$ cat src/rtl/alu_op_sequencer.sv
`default_nettype none
// ============================================================================
//  Module      : alu_op_sequencer
//  Description : Command front end for the 8-bit combinational ALU. Accepts
//                one command at a time on a valid/ready stream, drives the
//                ALU inputs from registers, samples the result after one
//                settle cycle and queues {data, carry, err} in a small
//                response FIFO. An accumulator holds the last legal result
//                so that commands can chain on it.
//  Revision    : 1.0 - initial release
// ============================================================================
module alu_op_sequencer #(
  parameter int DEPTH = 4
) (
  input  logic       clk,
  input  logic       rst,
  input  logic       cmd_valid,
  output logic       cmd_ready,
  input  logic [3:0] cmd_op,
  input  logic       cmd_sub,
  input  logic [7:0] cmd_a,
  input  logic [7:0] cmd_b,
  input  logic       cmd_use_acc,
  output logic [7:0] alu_a,
  output logic [7:0] alu_b,
  output logic [3:0] alu_sel,
  output logic       alu_sub,
  input  logic [7:0] alu_out,
  input  logic       alu_carry,
  output logic       rsp_valid,
  input  logic       rsp_ready,
  output logic [7:0] rsp_data,
  output logic       rsp_carry,
  output logic       rsp_err,
  output logic       busy
);

  localparam int              c_aw        = (DEPTH > 1) ? $clog2(DEPTH) : 1;
  localparam logic [c_aw:0]   c_depth_cnt = DEPTH[c_aw:0];

  typedef enum logic [1:0] {
    S_IDLE   = 2'd0,
    S_ISSUE  = 2'd1,
    S_SAMPLE = 2'd2
  } state_t;

  state_t          r_state;
  state_t          w_state_nxt;
  logic            w_cmd_ready;
  logic            w_accept;
  logic            w_push;
  logic            w_pop;
  logic            w_illegal;

  logic [7:0]      r_alu_a;
  logic [7:0]      r_alu_b;
  logic [3:0]      r_alu_sel;
  logic            r_alu_sub;
  logic            r_err;
  logic [7:0]      r_acc;

  logic [7:0]      r_mem_data  [DEPTH];
  logic            r_mem_carry [DEPTH];
  logic            r_mem_err   [DEPTH];
  logic [c_aw-1:0] r_wr_ptr;
  logic [c_aw-1:0] r_rd_ptr;
  logic [c_aw:0]   r_count;

  // Opcode legality decode of the incoming command.
  always_comb begin
    w_illegal = 1'b1;
    case (cmd_op)
      4'b0000, 4'b0010, 4'b1000, 4'b1001,
      4'b1010, 4'b1100, 4'b0100, 4'b0101: w_illegal = 1'b0;
      default:                            w_illegal = 1'b1;
    endcase
  end

  // State register.
  always_ff @(posedge clk) begin
    if (rst) begin
      r_state <= S_IDLE;
    end else begin
      r_state <= w_state_nxt;
    end
  end

  // Next-state and handshake decode; ready depends only on state and count.
  always_comb begin
    w_state_nxt = r_state;
    w_cmd_ready = 1'b0;
    w_accept    = 1'b0;
    w_push      = 1'b0;
    case (r_state)
      S_IDLE: begin
        w_cmd_ready = (r_count < c_depth_cnt);
        w_accept    = cmd_valid & w_cmd_ready;
        if (w_accept) begin
          w_state_nxt = S_ISSUE;
        end
      end
      S_ISSUE: begin
        w_state_nxt = S_SAMPLE;
      end
      S_SAMPLE: begin
        w_push      = 1'b1;
        w_state_nxt = S_IDLE;
      end
      default: begin
        w_state_nxt = S_IDLE;
      end
    endcase
  end

  // ALU operand registers: loaded on acceptance, held otherwise.
  always_ff @(posedge clk) begin
    if (rst) begin
      r_alu_a   <= 8'h00;
      r_alu_b   <= 8'h00;
      r_alu_sel <= 4'h0;
      r_alu_sub <= 1'b0;
      r_err     <= 1'b0;
    end else if (w_accept) begin
      r_alu_a   <= cmd_use_acc ? r_acc : cmd_a;
      r_alu_b   <= cmd_b;
      r_alu_sel <= cmd_op;
      r_alu_sub <= cmd_sub;
      r_err     <= w_illegal;
    end
  end

  // Accumulator tracks the most recent legal result.
  always_ff @(posedge clk) begin
    if (rst) begin
      r_acc <= 8'h00;
    end else if (w_push && !r_err) begin
      r_acc <= alu_out;
    end
  end

  // FIFO storage; an illegal command stores a zeroed result.
  always_ff @(posedge clk) begin
    if (w_push) begin
      r_mem_data[r_wr_ptr]  <= r_err ? 8'h00 : alu_out;
      r_mem_carry[r_wr_ptr] <= r_err ? 1'b0 : alu_carry;
      r_mem_err[r_wr_ptr]   <= r_err;
    end
  end

  assign w_pop = (r_count != '0) & rsp_ready;

  // FIFO pointers and occupancy; simultaneous push/pop keeps count.
  always_ff @(posedge clk) begin
    if (rst) begin
      r_wr_ptr <= '0;
      r_rd_ptr <= '0;
      r_count  <= '0;
    end else begin
      if (w_push) begin
        r_wr_ptr <= r_wr_ptr + 1'b1;
      end
      if (w_pop) begin
        r_rd_ptr <= r_rd_ptr + 1'b1;
      end
      case ({w_push, w_pop})
        2'b10:   r_count <= r_count + 1'b1;
        2'b01:   r_count <= r_count - 1'b1;
        default: r_count <= r_count;
      endcase
    end
  end

  assign cmd_ready = w_cmd_ready;
  assign busy      = (r_state != S_IDLE);
  assign alu_a     = r_alu_a;
  assign alu_b     = r_alu_b;
  assign alu_sel   = r_alu_sel;
  assign alu_sub   = r_alu_sub;
  assign rsp_valid = (r_count != '0);
  // Head fields read as zero while empty so reset leaves them cleared.
  assign rsp_data  = rsp_valid ? r_mem_data[r_rd_ptr]  : 8'h00;
  assign rsp_carry = rsp_valid ? r_mem_carry[r_rd_ptr] : 1'b0;
  assign rsp_err   = rsp_valid ? r_mem_err[r_rd_ptr]   : 1'b0;

endmodule
`default_nettype wire

$ cat config.mk
export PLATFORM = sky130hd
export DESIGN_NAME = alu_op_sequencer
export DESIGN_NICKNAME = d
export VERILOG_FILES = /design/src/rtl/alu_op_sequencer.sv
export SDC_FILE = /design/constraint.sdc
export NUM_CORES = 1
export LEC_CHECK = 0
export ABC_AREA = 0
export CORE_MARGIN = 1
export CORE_UTILIZATION = 47
export CTS_BUF_LIST = sky130_fd_sc_hd__clkbuf_4 sky130_fd_sc_hd__clkbuf_8
export DETAILED_ROUTE_END_ITERATION = 10
export PLACE_DENSITY = 0.85
export SLEW_MARGIN = 20
export SYNTH_ARGS = -nofsm -noshare
export SYNTH_HDL_FRONTEND = slang
export SYNTH_SLANG_ARGS = --single-unit
$ cat constraint.sdc
create_clock -name clk -period 2 [get_ports clk]
set_input_delay 0.5 -clock clk [delete_from_list [all_inputs] [get_ports clk]]
set_output_delay 0.5 -clock clk [all_outputs]
set_load 0.02 [all_outputs]
==> summary.txt, run 1 <==
Drt first pass iters = 4
Slew Limit Fails = 0
Area grow syn2layout = 32.9%
YS warnings = 0
Fillers = 464
Largest net degree at the start of global routing = 32
CP Data Arrival Time = 1.62 ns
Max Cap Viol = 0
Remaining DRCs = 0
Status = finished, violations left
WS Path Type = flip-flop to primary output
Min-Delay Path Class = flip-flop to flip-flop
Simple-Gate Fraction of Synth Area = 13.2%
Die area = 7250 sq um
Boundary Pins = 69
Syn_nets = 299
CP Max Fanout = 5
PD cells = 915 nW/um^2
Clock Tree Buf Depth = 2
Worst slack, placed = -0.513 ns
Die H = 85.1 microns
Core box area = 6490 sq um
Initial Util = 50.0%
Initial drt markers = 74
# H-tree levels = 3
IO Port Bufs = 68
Final setup fails = 10
Clock-pin transition on the worst setup and hold timing paths = 0.08 ns
Final setup margin = -0.124 ns
Total GRT Usage = 20.3%
Hold_ws = 0.460 ns
VDD IR max = 0.679 mV
RSZ-0062 raised after global routing = true
Crit path capture type = primary output
Vias in the first global route = 2332
Clk Tree Root Cell = clkbuf_8
Mean post-synth cell area = 12.6 sq um
Drt total wl = 6.70 mm
Critical path startpoint category = flip-flop
Die Wd = 85.1 microns
Final ANT Viol Nets = 0
Relative slew slack = 62.8%
Final period util = 106%
Failing checks = negative setup slack
Worst slew pin tran = 0.558 ns
Diodes inserted = 0
Final hold vios = 0
CTS Hold Buffers Added = 0
Std cell rows = 29
Post-synth EDFFs = 40
Worst-Skew Late Latency = 0.34 ns
Total chip power = 3.95 mW
Synth Cell Area = 3250 sq um
Hpwl dp = 4.57 mm
Leading cell types in the layout, fill and taps excluded = clkdlybuf4s50_1, dfxtp_1, edfxtp_1
First-pass GRT wire length = 11.0 mm
Clk sinks = 81
Post-synthesis register bit count = 81
Tmin final = 2.12 ns
Via/cell ratio = 5.21
Commonest non-fill, non-tap cell in the layout = clkdlybuf4s50_1
Post-Synth XOR/XNOR Area = 1.35%
Asr flop ratio synth = 0%
Synth Area in Adders = 2.54%
Vias = 2193
Cell leakage power = 1.57 nW
Final Util = 66.5%
Initial antenna violation count = 0
Critical path's largest stage delay = 0.52 ns
GR Overflow Total = 0
Top_reg_cell synth = dfxtp_1
Syn Inst Count = 258
Slowest CP cell = mux4_2
Sequential-to-total area share from yosys stat = 62.2%
Final Skew = 0.00954 ns
DR WL/cell = 15.9 microns
Largest family of logic cells by synthesized area = simple AND/OR/NAND/NOR gates
Worst-path cell chain = buf_8, mux4_2, nor2b_4, buf_6
Synth unique cells = 30
Mux contribution to synthesized area = 12.2%
Post-layout net count = 380
Layout cell share with drive strength beyond 1 = 18.3%
WP data required = 1.50 ns
RePlAce Congestion = 0.740
CTS buffer count = 9
Clock tree from TritonCTS = built
Compound-Gate Fraction of Synth Area = 5.28%
Max Fclk = 471 MHz
-- power breakdown --
part / total, mW / internal, mW / switching [mW]
clock network: 1.15 / 0.582 / 0.569
logic: 0.911 / 0.458 / 0.453
registers: 1.89 / 1.83 / 0.0599
-- path summary, 6_finish.rpt --
check	slack, ns	depth (start not counted)	endpoint	start
min	0.46	2	alu_b[1]	alu_b[1]
max	-0.12	4	rsp_data[2]	flip-flop
max reg2reg	0.11	8	r_count[2]	r_count[0]
min reg2reg	0.46	2	alu_b[1]	alu_b[1]
-- Yosys cell counts, types with 2 or more instances --
cell type	count	area [sq um]
dfxtp_1	41	821
a211oi_1	8	60.1
clkbuf_1	8	30.0
edfxtp_1	40	1200
nor2_1	26	97.6
a21oi_1	16	80.1
nor3b_1	2	15.0
and2_1	4	25.0
xor2_1	3	26.3
mux4_2	10	225
mux2i_1	17	170
nand2_1	27	101
xnor2_1	2	17.5
nor2b_1	20	125
buf_2	6	30.0
o21ai_0	3	15.0
inv_1	8	30.0
ha_1	5	62.6
-- cells by family (layout without fill, tap and decap cells) --
family          count (synthesis)  in the layout
xor+xnor                        5              5
compound gates                 29             29
mux                            27             27
flops                          81             81
buf+inv                        24            110
simple gates                   86             86
fa+ha+maj                       6              6
-- final cells by class --
cell class / instances / area (sq um) / area share, %
Sequential cell: 81 / 2030 / 46.9
Multi-Input combinational cell: 153 / 1150 / 26.6
Timing Repair Buffer: 86 / 828 / 19.2
Clock buffer: 10 / 131 / 3.04
Tap cell: 77 / 96.3 / 2.23
Clock inverter: 6 / 58.8 / 1.36
Inverter: 8 / 30.0 / 0.695
-- sequential cells by signal, summed over array words and instances (netlist names), named ones only --
register / count
alu_sub: 1
r_mem_err: 4
r_rd_ptr: 2
alu_b: 8
r_count: 3
r_mem_data: 32
r_err: 1
alu_sel: 4
r_acc: 8
r_state: 2
r_mem_carry: 4
alu_a: 8
r_wr_ptr: 2
-- per-stage QoR --
stage	instances	setup TNS, ns	cell area [sq um]
6_report	421	-1.10	4320
5_1_grt	421	-1.90	4320
4_1_cts	423	-2.14	4330
3_5_place_dp	403	-2.38	4110
3_3_place_gp	403	-2.12	4110
2_1_floorplan	258	0	3250
-- worst max-delay path: cells and delay by family, from the launching register on --
kind	cells	cell delay, ns
flops	1	0.37
buf+inv	2	0.26
simple gates	1	0.14
mux	1	0.52
-- routing by layer --
layer  up-vias  GRT usage (%)  part of all wire (%)
met5         -              0                     0
met4         0           6.63                   1.2
met2        66           34.5                    50
met1      1056           24.0                    43
li1       1064              -                     -
met3         7           7.20                   6.7
-- timing repair --
item	in CTS	in global routing
endpoints found under the setup margin	14	10
gates cloned	1	0
resized for setup	53	11
pin swaps	1	0
setup buffers	3	0
No activity file was read; power rests on OpenSTA's default activity.
==> run 2, diff against run 1 <==
CAP_MARGIN = 20   (was default)
==> results of run 2 <==
No change in the layout: final DEF, timing and power equal those of run 1.
